<file path="config.mk">
export PLATFORM = sky130hd
export DESIGN_NAME = axictrl_burst
export DESIGN_NICKNAME = d
export VERILOG_FILES = /design/src/rtl/axictrl_pkg.sv /design/src/rtl/sdpram.sv /design/src/rtl/axictrl_burst.sv
export SDC_FILE = /design/constraint.sdc
export NUM_CORES = 2
export LEC_CHECK = 0
export ABC_CLOCK_PERIOD_IN_PS = 12300
export CAP_MARGIN = 20
export CORE_AREA = 10 10 490 492
export CTS_BUF_LIST = sky130_fd_sc_hd__clkbuf_4 sky130_fd_sc_hd__clkbuf_8 sky130_fd_sc_hd__clkbuf_16
export DETAILED_ROUTE_END_ITERATION = 16
export DIE_AREA = 0 0 500 502
export PLACE_DENSITY = 0.71
export SLEW_MARGIN = 40
export SYNTH_ARGS = -nofsm -noshare
export SYNTH_HDL_FRONTEND = slang
export SYNTH_HIERARCHICAL = 1
export SYNTH_SLANG_ARGS = --single-unit
</file>
<file path="constraint.sdc">
create_clock -name I_clk -period 12.3 [get_ports I_clk]
set_input_delay 3.69 -clock I_clk [delete_from_list [all_inputs] [get_ports I_clk]]
set_output_delay 3.69 -clock I_clk [all_outputs]
set_load 0.005 [all_outputs]
</file>
<file path="src/rtl/axictrl_pkg.sv">
// Shared FSM encoding and AXI constants for the burst copy engine.
package axictrl_pkg;
  typedef enum logic [2:0] {S_IDLE, S_AR, S_R, S_AW, S_W, S_B, S_DONE} state_t;

  localparam logic [1:0] BURST_INCR = 2'b01;
  localparam logic [1:0] RESP_OKAY  = 2'b00;

  function automatic logic [2:0] axsize(input int dw);
    return 3'($clog2(dw / 8));
  endfunction
endpackage

</file>
<file path="src/rtl/sdpram.sv">
// Simple dual-port RAM, one write port and one read port, 1-cycle read latency.
module sdpram #(
  parameter string MEM_STYLE = "block",
  parameter int    DSIZE     = 128,
  parameter int    ASIZE     = 4
) (
  input  logic             i_clk,
  input  logic             i_wen,
  input  logic [ASIZE-1:0] i_waddr,
  input  logic [DSIZE-1:0] i_wdata,
  input  logic             i_ren,
  input  logic [ASIZE-1:0] i_raddr,
  output logic [DSIZE-1:0] o_rdata
);
  logic [DSIZE-1:0] r_mem [2**ASIZE];

  always_ff @(posedge i_clk)
    if (i_wen) r_mem[i_waddr] <= i_wdata;

  generate
    if (MEM_STYLE == "distributed") begin : g_dist
      // Register the address and read asynchronously; latency stays one cycle.
      logic [ASIZE-1:0] r_raddr;
      always_ff @(posedge i_clk)
        if (i_ren) r_raddr <= i_raddr;
      assign o_rdata = r_mem[r_raddr];
    end else begin : g_block
      logic [DSIZE-1:0] r_rdata;
      always_ff @(posedge i_clk)
        if (i_ren) r_rdata <= r_mem[i_raddr];
      assign o_rdata = r_rdata;
    end
  endgenerate
endmodule

</file>
<file path="src/rtl/axictrl_burst.sv">
// Multi-burst DDR-to-DDR copy engine: read a burst into staging RAM, write it back.
// Optional error tracking/abort is enabled with `define AXICTRL_BURST_ERR_EN.
module axictrl_burst #(
  parameter int C_M_AXI_ADDR_WIDTH = 32,
  parameter int C_M_AXI_DATA_WIDTH = 128,
  parameter int C_M_AXI_ID_WIDTH   = 1,
  parameter int BURST_MAX          = 16,
  parameter int ASIZE              = 4
) (
  input  logic                            I_clk,
  input  logic                            I_rst_n,
  input  logic                            I_ap_start,
  output logic                            O_ap_done,
  output logic                            O_ap_ready,
  output logic                            O_ap_idle,
  output logic                            O_err,
  input  logic [C_M_AXI_ADDR_WIDTH-1:0]   I_src_addr,
  input  logic [C_M_AXI_ADDR_WIDTH-1:0]   I_dst_addr,
  input  logic [31:0]                     I_len,
  output logic                            O_maxi_arvalid,
  input  logic                            I_maxi_arready,
  output logic [C_M_AXI_ADDR_WIDTH-1:0]   O_maxi_araddr,
  output logic [7:0]                      O_maxi_arlen,
  output logic [1:0]                      O_maxi_arburst,
  output logic [2:0]                      O_maxi_arsize,
  output logic [C_M_AXI_ID_WIDTH-1:0]     O_maxi_arid,
  output logic                            O_maxi_aruser,
  output logic                            O_maxi_arlock,
  output logic [3:0]                      O_maxi_arcache,
  output logic [2:0]                      O_maxi_arprot,
  output logic [3:0]                      O_maxi_arqos,
  output logic [3:0]                      O_maxi_arregion,
  input  logic                            I_maxi_rvalid,
  output logic                            O_maxi_rready,
  input  logic [C_M_AXI_DATA_WIDTH-1:0]   I_maxi_rdata,
  input  logic [1:0]                      I_maxi_rresp,
  input  logic                            I_maxi_rlast,
  output logic                            O_maxi_awvalid,
  input  logic                            I_maxi_awready,
  output logic [C_M_AXI_ADDR_WIDTH-1:0]   O_maxi_awaddr,
  output logic [7:0]                      O_maxi_awlen,
  output logic [1:0]                      O_maxi_awburst,
  output logic [2:0]                      O_maxi_awsize,
  output logic [C_M_AXI_ID_WIDTH-1:0]     O_maxi_awid,
  output logic                            O_maxi_awuser,
  output logic                            O_maxi_awlock,
  output logic [3:0]                      O_maxi_awcache,
  output logic [2:0]                      O_maxi_awprot,
  output logic [3:0]                      O_maxi_awqos,
  output logic [3:0]                      O_maxi_awregion,
  output logic                            O_maxi_wvalid,
  input  logic                            I_maxi_wready,
  output logic [C_M_AXI_DATA_WIDTH-1:0]   O_maxi_wdata,
  output logic [C_M_AXI_DATA_WIDTH/8-1:0] O_maxi_wstrb,
  output logic                            O_maxi_wlast,
  input  logic                            I_maxi_bvalid,
  output logic                            O_maxi_bready,
  input  logic [1:0]                      I_maxi_bresp
);
  import axictrl_pkg::*;

  localparam int         AW     = C_M_AXI_ADDR_WIDTH;
  localparam int         DW     = C_M_AXI_DATA_WIDTH;
  localparam int         SZ     = $clog2(DW / 8);
  localparam logic [8:0] BMAX   = 9'(BURST_MAX);
  localparam logic [2:0] AXSIZE = axsize(DW);

  state_t          r_state, w_next;
  logic [AW-1:0]   r_src, r_dst, w_step;
  logic [31:0]     r_rem, w_rem_nxt, w_len_sel;
  logic [8:0]      r_beats, w_beats_nxt, r_rcnt, r_rd;
  logic [7:0]      r_axlen;
  logic            r_arvalid, r_rready, r_awvalid, r_bready, r_done, r_idle;
  logic            w_arvalid_d, w_rready_d, w_awvalid_d, w_bready_d, w_done_d, w_idle_d;
  logic            w_ar_hs, w_r_hs, w_aw_hs, w_w_hs, w_b_hs, w_start, w_abort;
  logic            r_wvalid, r_wlast, r_sk_v, r_sk_last, r_pend, r_pend_last, w_ren;
  logic [DW-1:0]   r_wdata, r_sk_data, w_ram_q;
  logic [1:0]      w_occ;

  assign w_start   = (r_state == S_IDLE) && I_ap_start;
  assign w_ar_hs   = r_arvalid && I_maxi_arready;
  assign w_r_hs    = I_maxi_rvalid && r_rready;
  assign w_aw_hs   = r_awvalid && I_maxi_awready;
  assign w_w_hs    = r_wvalid && I_maxi_wready;
  assign w_b_hs    = I_maxi_bvalid && r_bready;
  assign w_rem_nxt = r_rem - 32'(r_beats);
  assign w_len_sel = (r_state == S_IDLE) ? I_len : w_rem_nxt;
  assign w_beats_nxt = (w_len_sel >= 32'(BURST_MAX)) ? BMAX : w_len_sel[8:0];
  assign w_step    = AW'(r_beats) << SZ;

`ifdef AXICTRL_BURST_ERR_EN
  logic r_err, w_r_bad;
  assign w_r_bad = (I_maxi_rresp != RESP_OKAY) || (I_maxi_rlast != (r_rcnt == r_beats - 9'd1));
  always_ff @(posedge I_clk or negedge I_rst_n)
    if (!I_rst_n)                                                    r_err <= 1'b0;
    else if (w_start)                                                r_err <= 1'b0;
    else if ((w_r_hs && w_r_bad) || (w_b_hs && I_maxi_bresp != RESP_OKAY)) r_err <= 1'b1;
  // Abort only after the current burst's B handshake so the slave sees a clean burst.
  assign w_abort = r_err || (I_maxi_bresp != RESP_OKAY);
  assign O_err   = r_err;
`else
  logic w_unused_resp;
  assign w_unused_resp = ^{I_maxi_rresp, I_maxi_bresp, r_rcnt};
  assign w_abort = 1'b0;
  assign O_err   = 1'b0;
`endif

  always_ff @(posedge I_clk or negedge I_rst_n)
    if (!I_rst_n) r_state <= S_IDLE;
    else          r_state <= w_next;

  always_comb begin
    w_next = r_state;
    case (r_state)
      S_IDLE: if (I_ap_start) w_next = (I_len == 32'd0) ? S_DONE : S_AR;
      S_AR:   if (w_ar_hs) w_next = S_R;
      S_R:    if (w_r_hs && I_maxi_rlast) w_next = S_AW;
      S_AW:   if (w_aw_hs) w_next = S_W;
      S_W:    if (w_w_hs && r_wlast) w_next = S_B;
      S_B:    if (w_b_hs) w_next = (w_rem_nxt != 32'd0 && !w_abort) ? S_AR : S_DONE;
      S_DONE: w_next = S_IDLE;
      default: w_next = S_IDLE;
    endcase
  end

  // Control outputs are decoded from the next state and registered.
  always_comb begin
    w_arvalid_d = (w_next == S_AR);
    w_rready_d  = (w_next == S_R);
    w_awvalid_d = (w_next == S_AW);
    w_bready_d  = (w_next == S_B);
    w_done_d    = (w_next == S_DONE);
    w_idle_d    = (w_next == S_IDLE);
  end

  always_ff @(posedge I_clk or negedge I_rst_n)
    if (!I_rst_n) begin
      r_arvalid <= 1'b0; r_rready <= 1'b0; r_awvalid <= 1'b0;
      r_bready  <= 1'b0; r_done   <= 1'b0; r_idle    <= 1'b1;
    end else begin
      r_arvalid <= w_arvalid_d; r_rready <= w_rready_d; r_awvalid <= w_awvalid_d;
      r_bready  <= w_bready_d;  r_done   <= w_done_d;   r_idle    <= w_idle_d;
    end

  always_ff @(posedge I_clk or negedge I_rst_n)
    if (!I_rst_n) begin
      r_src <= '0; r_dst <= '0; r_rem <= '0; r_beats <= '0; r_axlen <= '0;
    end else if (w_start) begin
      r_src   <= I_src_addr;
      r_dst   <= I_dst_addr;
      r_rem   <= I_len;
      r_beats <= w_beats_nxt;
      r_axlen <= 8'(w_beats_nxt - 9'd1);
    end else if (r_state == S_B && w_b_hs) begin
      r_src   <= r_src + w_step;
      r_dst   <= r_dst + w_step;
      r_rem   <= w_rem_nxt;
      r_beats <= w_beats_nxt;
      r_axlen <= 8'(w_beats_nxt - 9'd1);
    end

  always_ff @(posedge I_clk or negedge I_rst_n)
    if (!I_rst_n)              r_rcnt <= '0;
    else if (r_state == S_AR)  r_rcnt <= '0;
    else if (w_r_hs)           r_rcnt <= r_rcnt + 9'd1;

  sdpram #(.MEM_STYLE("block"), .DSIZE(DW), .ASIZE(ASIZE)) u_stage (
    .i_clk(I_clk), .i_wen(w_r_hs), .i_waddr(r_rcnt[ASIZE-1:0]), .i_wdata(I_maxi_rdata),
    .i_ren(w_ren), .i_raddr(r_rd[ASIZE-1:0]), .o_rdata(w_ram_q)
  );

  // A RAM read is issued only if the output and skid registers can absorb it,
  // counting the read already in flight.
  assign w_occ = 2'(r_wvalid) + 2'(r_sk_v) + 2'(r_pend) - 2'(w_w_hs);
  assign w_ren = (r_state == S_W) && (r_rd < r_beats) && (w_occ < 2'd2);

  always_ff @(posedge I_clk or negedge I_rst_n)
    if (!I_rst_n) begin
      r_rd <= '0; r_pend <= 1'b0; r_pend_last <= 1'b0;
    end else begin
      r_rd        <= (r_state != S_W) ? 9'd0 : (w_ren ? r_rd + 9'd1 : r_rd);
      r_pend      <= w_ren;
      r_pend_last <= w_ren && (r_rd == r_beats - 9'd1);
    end

  always_ff @(posedge I_clk or negedge I_rst_n)
    if (!I_rst_n) begin
      r_wvalid <= 1'b0; r_wlast <= 1'b0; r_wdata <= '0;
      r_sk_v   <= 1'b0; r_sk_last <= 1'b0; r_sk_data <= '0;
    end else if (!r_wvalid || w_w_hs) begin
      if (r_sk_v) begin
        r_wvalid  <= 1'b1;
        r_wdata   <= r_sk_data;
        r_wlast   <= r_sk_last;
        r_sk_v    <= r_pend;
        r_sk_data <= w_ram_q;
        r_sk_last <= r_pend_last;
      end else if (r_pend) begin
        r_wvalid <= 1'b1;
        r_wdata  <= w_ram_q;
        r_wlast  <= r_pend_last;
      end else begin
        r_wvalid <= 1'b0;
        r_wlast  <= 1'b0;
      end
    end else if (r_pend) begin
      r_sk_v    <= 1'b1;
      r_sk_data <= w_ram_q;
      r_sk_last <= r_pend_last;
    end

  assign O_ap_done  = r_done;
  assign O_ap_ready = r_done;
  assign O_ap_idle  = r_idle;

  assign O_maxi_arvalid  = r_arvalid;
  assign O_maxi_araddr   = r_src;
  assign O_maxi_arlen    = r_axlen;
  assign O_maxi_arburst  = BURST_INCR;
  assign O_maxi_arsize   = AXSIZE;
  assign O_maxi_arid     = '0;
  assign O_maxi_aruser   = 1'b0;
  assign O_maxi_arlock   = 1'b0;
  assign O_maxi_arcache  = 4'd0;
  assign O_maxi_arprot   = 3'd0;
  assign O_maxi_arqos    = 4'd0;
  assign O_maxi_arregion = 4'd0;
  assign O_maxi_rready   = r_rready;

  assign O_maxi_awvalid  = r_awvalid;
  assign O_maxi_awaddr   = r_dst;
  assign O_maxi_awlen    = r_axlen;
  assign O_maxi_awburst  = BURST_INCR;
  assign O_maxi_awsize   = AXSIZE;
  assign O_maxi_awid     = '0;
  assign O_maxi_awuser   = 1'b0;
  assign O_maxi_awlock   = 1'b0;
  assign O_maxi_awcache  = 4'd0;
  assign O_maxi_awprot   = 3'd0;
  assign O_maxi_awqos    = 4'd0;
  assign O_maxi_awregion = 4'd0;

  assign O_maxi_wvalid   = r_wvalid;
  assign O_maxi_wdata    = r_wdata;
  assign O_maxi_wlast    = r_wlast;
  assign O_maxi_wstrb    = '1;
  assign O_maxi_bready   = r_bready;
endmodule

</file>
# ---- Yosys cells after proc, flatten, opt, wreduce, memory -nomap -nowiden
# Memory sizes are Yosys's and may differ from the RTL's. A register that Yosys moved wholly into a read port is not among the register bits.
# Cells that the tools add are included.
dict set report totals {
  out_inout_bits 280
  regBits 402
  n_memories 1
  word_cells 115
  ramBits 2048
  inputBits 237
}
# memory words width read_ports rd_clocked_by_memory_dff wr line_no
set mem_list {}
lappend mem_list {u_stage.r_mem 16 128 1 1 1 sdpram.sv:15} ;# logic [DSIZE-1:0] r_mem [2**ASIZE];
dict set report classes {
  n_mux 41
  reduce_logical 25
  magnitude_cmp 3
  n_eq_ne 13
  addsub 10
}
# operator n
set ops {}
lappend ops {{$mux 128} 4}
lappend ops {{$mux 32} 7}
lappend ops {{$add 32x13->32} 2}
lappend ops {{$mux 9} 7}
lappend ops {{$ge 32x5->1 const B} 1}
lappend ops {{$logic_not 32->1} 1}
lappend ops {{$reduce_bool 32->1} 1}
lappend ops {{$sub 32x9->32} 1}
lappend ops {{$mux 3} 8}
lappend ops {{$add 9x1->9 const B} 2}
lappend ops {{$pmux 3 s6} 1}
lappend ops {{$mux 8} 2}
lappend ops {{$eq 3x2->1 const B} 4}
lappend ops {{$eq 3x3->1 const B} 4}
lappend ops {{$logic_and 1x1->1} 12}
lappend ops {{$mux 1} 12}
lappend ops {{$reduce_bool 2->1} 5}
lappend ops {{$eq 9x9->1} 1}
lappend ops {{$lt 9x9->1} 1}
lappend ops {{$sub 9x1->9 const B} 1}
lappend ops {{$sub 8x1->8 const B} 1}
lappend ops {{$eq 3x1->1 const B} 2}
lappend ops {{$logic_not 3->1} 2}
lappend ops {{$reduce_and 2->1} 2}
lappend ops {{8 further kinds} 8}

# ---- Logic depth before layout (Yosys ltp)
dict set report logic_depth {
  depth_word 7
  depth_mapped 15
  mapped_depth_nobuf 14
}

# ---- Hierarchy
# The synthesis kept the hierarchy.
# mod seq_area_each_um2 cells_per_inst n_inst area_per_inst_um2
set by_module_without_submodules {}
lappend by_module_without_submodules {sdpram 65342.7 3365 1 80612.3}
lappend by_module_without_submodules {axictrl_burst 9935.8 2002 1 20317.0}

# ---- Worst setup path before layout
# Ideal clock, no wire load.
dict set report synth_path {
  path_kind {input to register}
  from {input port I_maxi_rvalid}
  to {memory u_stage.r_mem[0][0], enable pin}
  t_arrival_ns 13.069
  path_buffers 0
  t_required_ns 11.528
  slack_ns -1.540
  path_stages 4
  setup_ns 0.772
  path_cell_list {nand2_1 > inv_1 > or3b_2 > nor3_1}
}
dict set report synth_via {
  elab_chain_cells 3
}
# element line_no
set synth_lines {}
lappend synth_lines {{start: declaration} axictrl_burst.sv:33} ;# input logic I_maxi_rvalid,
lappend synth_lines {{$logic_and 1x1->1} axictrl_burst.sv:82} ;# assign w_r_hs = I_maxi_rvalid && r_rready;
lappend synth_lines {{via w_r_hs} axictrl_burst.sv:75} ;# logic w_ar_hs, w_r_hs, w_aw_hs, w_w_hs, w_b_hs, w_start, w_abort;
lappend synth_lines {{$mux 1} sdpram.sv:18} ;# if (i_wen) r_mem[i_waddr] <= i_wdata;
lappend synth_lines {{$mux 1 (implied by the code)} sdpram.sv:18}
lappend synth_lines {{end: declaration} sdpram.sv:15}
# The timed path passes the listed nets, and every way through them passes these cells.

# ---- Final worst setup path
dict set report layout_path {
  from {input port I_maxi_rvalid}
  to {memory u_stage.r_mem[0][99], enable pin}
}
# The elaborated chain is that of the path after synthesis.

==> metrics.txt <==
CTS resizes 0; status finished, final reports clean; layout cells sized above 1 0.2003; Slew Limit Headroom 0.3865; switch share 0.2406; Int Power 0.01594 W; Synth Warn # 6; clock latency on the worst-skew pair 0.93 ns; Slew @ Worst Pin 0.9203 ns; Reg2Reg Setup Slack 7.39 ns; Pleak 38.40 nW; final RePlAce weighted congestion 0.8811; largest net degree at the start of global routing 189; total track usage 0.1996; Fin Clk Skew 0.1110 ns; gr ovfl total 0; Initial Util 0.4394; Yosys cell types 86; CP Class in2reg; CP max FO 39; global-route wire length before repair 375600 microns; Clock Power Share 0.381; min Tclk post-route 6.951 ns; drt initial violations 5623; Final Hold Violating Endpoints 0; Worst Reg-to-Reg Cells 8; VDD IR max 129.6 uV; Seq/Total Area, Yosys 0.7459; clk sinks 2573; Hold WC Path Type reg2reg; htree depth 5; Vias/cell 5.903; IO Pins 517; chip height 502 microns; routed len/inst 27.95 microns; CP endpoint u_stage/r_mem[0][99]; Async SR Flop Fraction 0.1543; Mapped Cells 5367; area grow syn2layout 16.77%; FF-to-FF End u_stage/o_rdata[32]; die boundary width 500 microns; Pins Over Slew Limit 0; DP Worst Slack 4.480 ns; Setup Buffers After CTS 0; routed via count 54020; nets 6190; Switching Power 0.005050 W; RSZ-0062 raised after global routing no; Setup violations, final 0; #FFs+latches synth 2573; FF-to-FF Start r_rd[0]; pwr/cell area 178.1 nW/um^2; TritonCTS clock tree built; ANT nets after route 0; EDFF count, synth 2176; crit start category input pin; fin worst setup slack 5.349 ns; Hold Path Stages 1; Setup crit end kind flop; CTS Hold Bufs 0; required time of the critical path 12.78 ns; DIE AREA 251000 sq um; Setup crit start I_maxi_rvalid; ys flop type edfxtp_1; Synth Cell Area 100900 sq um; CTS Buf Count 277; drt pass-1 iters 6; drc violations 0; clock-pin transition on the worst setup and hold timing paths 0.06 ns; Core ar. 229700 sq um; fmax 143.9 MHz; Avg Inst Size Synth 18.81 sq um; Final Core Density 0.5131; vias in the first global route 54520; final period utilization 0.5651; initial antenna violation count 67; Worst EP arrival 7.43 ns; Port-buffer cells 449; TNS Setup 0 ns; hpwl dp 144900 microns; CTS max path bufs 4; clock root buffer clkbuf_16; overall power 0.02099 W; number of max-cap violations 0; Gate power share 0.122; final WL 255800 microns; Flop pwr share 0.496; Std-Cell Rows 176
layer usage:
layer  vias up  wire length (microns)  global-route usage
li1      22610                      -                   -
met4        56                   7487             0.06080
met2      2552                 122200              0.3221
met1     28310                 102700              0.2700
met3       499                  23130             0.04780
met5         -                    341                   0
critical path, stage by stage:
cell             delay (ns)
clkdlybuf4s50_1        0.45
nand2_1                0.20
inv_1                  0.33
or3b_2                 0.61
nor3_4                 0.63
buf_4                  0.65
buf_4                  0.77
power by group through the flow:
stage | Clock [W] | Combinational, W | Sequential [W]
finish | 0.00800 | 0.00257 | 0.0104
global route | 0.00848 | 0.00282 | 0.0105
CTS | 0.00814 | 0.00259 | 0.0104
detailed placement | 0 | 0.00257 | 0.0106
global placement | 0 | 0.00252 | 0.0106
floorplan | 0 | 0.00134 | 0.0104
registers in the layout, indices dropped and copies added (netlist names), 3 cells and up:
signal / cells
r_sk_data: 128
u_stage/r_mem: 2048
O_maxi_wdata: 128
u_stage/o_rdata: 128
O_maxi_awaddr: 32
r_rcnt: 4
r_beats: 9
r_rem: 32
r_state: 3
r_rd: 9
O_maxi_arlen: 8
O_maxi_araddr: 32
cell usage after synthesis, drive strengths merged (5+ instances only):
cell     number  area share
a22oi       232       0.017
nand3b        5     0.00037
nor2b        21      0.0013
nor3         40      0.0020
inv          36      0.0013
a2111oi       9     0.00097
edfxtp     2176        0.65
and2         10     0.00062
o31ai         8     0.00060
a21boi        6     0.00045
buf         173       0.012
xnor2        37      0.0032
o21a          8     0.00060
o311ai       10     0.00087
nand2       278       0.010
o21ai        71      0.0035
xor2         23      0.0020
a211oi       27      0.0020
mux4        476        0.11
mux2i       214       0.021
o221ai        5     0.00043
or4          11     0.00087
or3           8     0.00057
nand2b       11     0.00068
a21oi       221       0.011
o2111ai       7     0.00061
and3         20      0.0012
dfrtp       396       0.098
nand4        15     0.00093
nor4         23      0.0016
a21o         11     0.00082
o211ai       31      0.0023
o22ai        26      0.0016
nand3        46      0.0023
ha           42      0.0052
a31oi         7     0.00043
a221o        16      0.0016
nor2        243      0.0091
clkbuf      185      0.0069
or2           5     0.00031
mux2        129       0.014
cells in the final DEF (no fill, tap or decap), drive strengths merged, types with 37 or more instances in the layout:
cell,count
conb,63
clkbuf,369
a21oi,221
buf,110
edfxtp,2176
inv,45
dfrtp,396
mux4,476
nor2,243
o21ai,71
mux2,129
nand3,46
xnor2,37
clkdlybuf4s50,448
clkinv,78
nand2,278
mux2i,214
nor3,40
a22oi,232
ha,42
worst min path at each step:
stage | start | to | slack, ns
after floorplan | r_rem[8] | r_rem[8] | 0.47
after CTS | u_stage/o_rdata[100] | r_sk_data[100] | 0.46
after global placement | O_maxi_araddr[3] | O_maxi_araddr[3] | 0.46
after global routing | u_stage/o_rdata[100] | r_sk_data[100] | 0.48
final | u_stage/o_rdata[100] | r_sk_data[100] | 0.47
after detailed placement | O_maxi_awaddr[1] | O_maxi_awaddr[1] | 0.47
through the flow:
stage               cells  hold WS, ns  instance area [sq um]
finish               9151       0.4655                 117900
CTS                  9125       0.4623                 117600
floorplan            5428       0.4687                 101200
detailed placement   8649       0.4685                 108900
global placement     8644       0.4607                 108700
global route         9141       0.4779                 117800
cell type report:
type,instances,area [sq um]
antenna,20,50.05
tap,3026,3786
fill,17850,111800
timing repair buffer,559,5778
inverter,36,140.1
multi-input combinational,2461,24070
clock buffer,368,7785
sequential,2573,75300
clock inverter,108,944.7
logic make-up after synthesis:
kind of cell,Yosys count,synth area share
other,2,0.00007441
AND/OR/NAND/NOR,747,0.03312
adder cells (fa/ha/maj),46,0.005901
multiplexers,819,0.1418
buffers and inverters,394,0.02007
AO/OA/AOI/OAI,726,0.04794
flip-flops,2573,0.7459
XOR/XNOR,60,0.005207
Note: power is estimated with default switching activity, not from simulation.
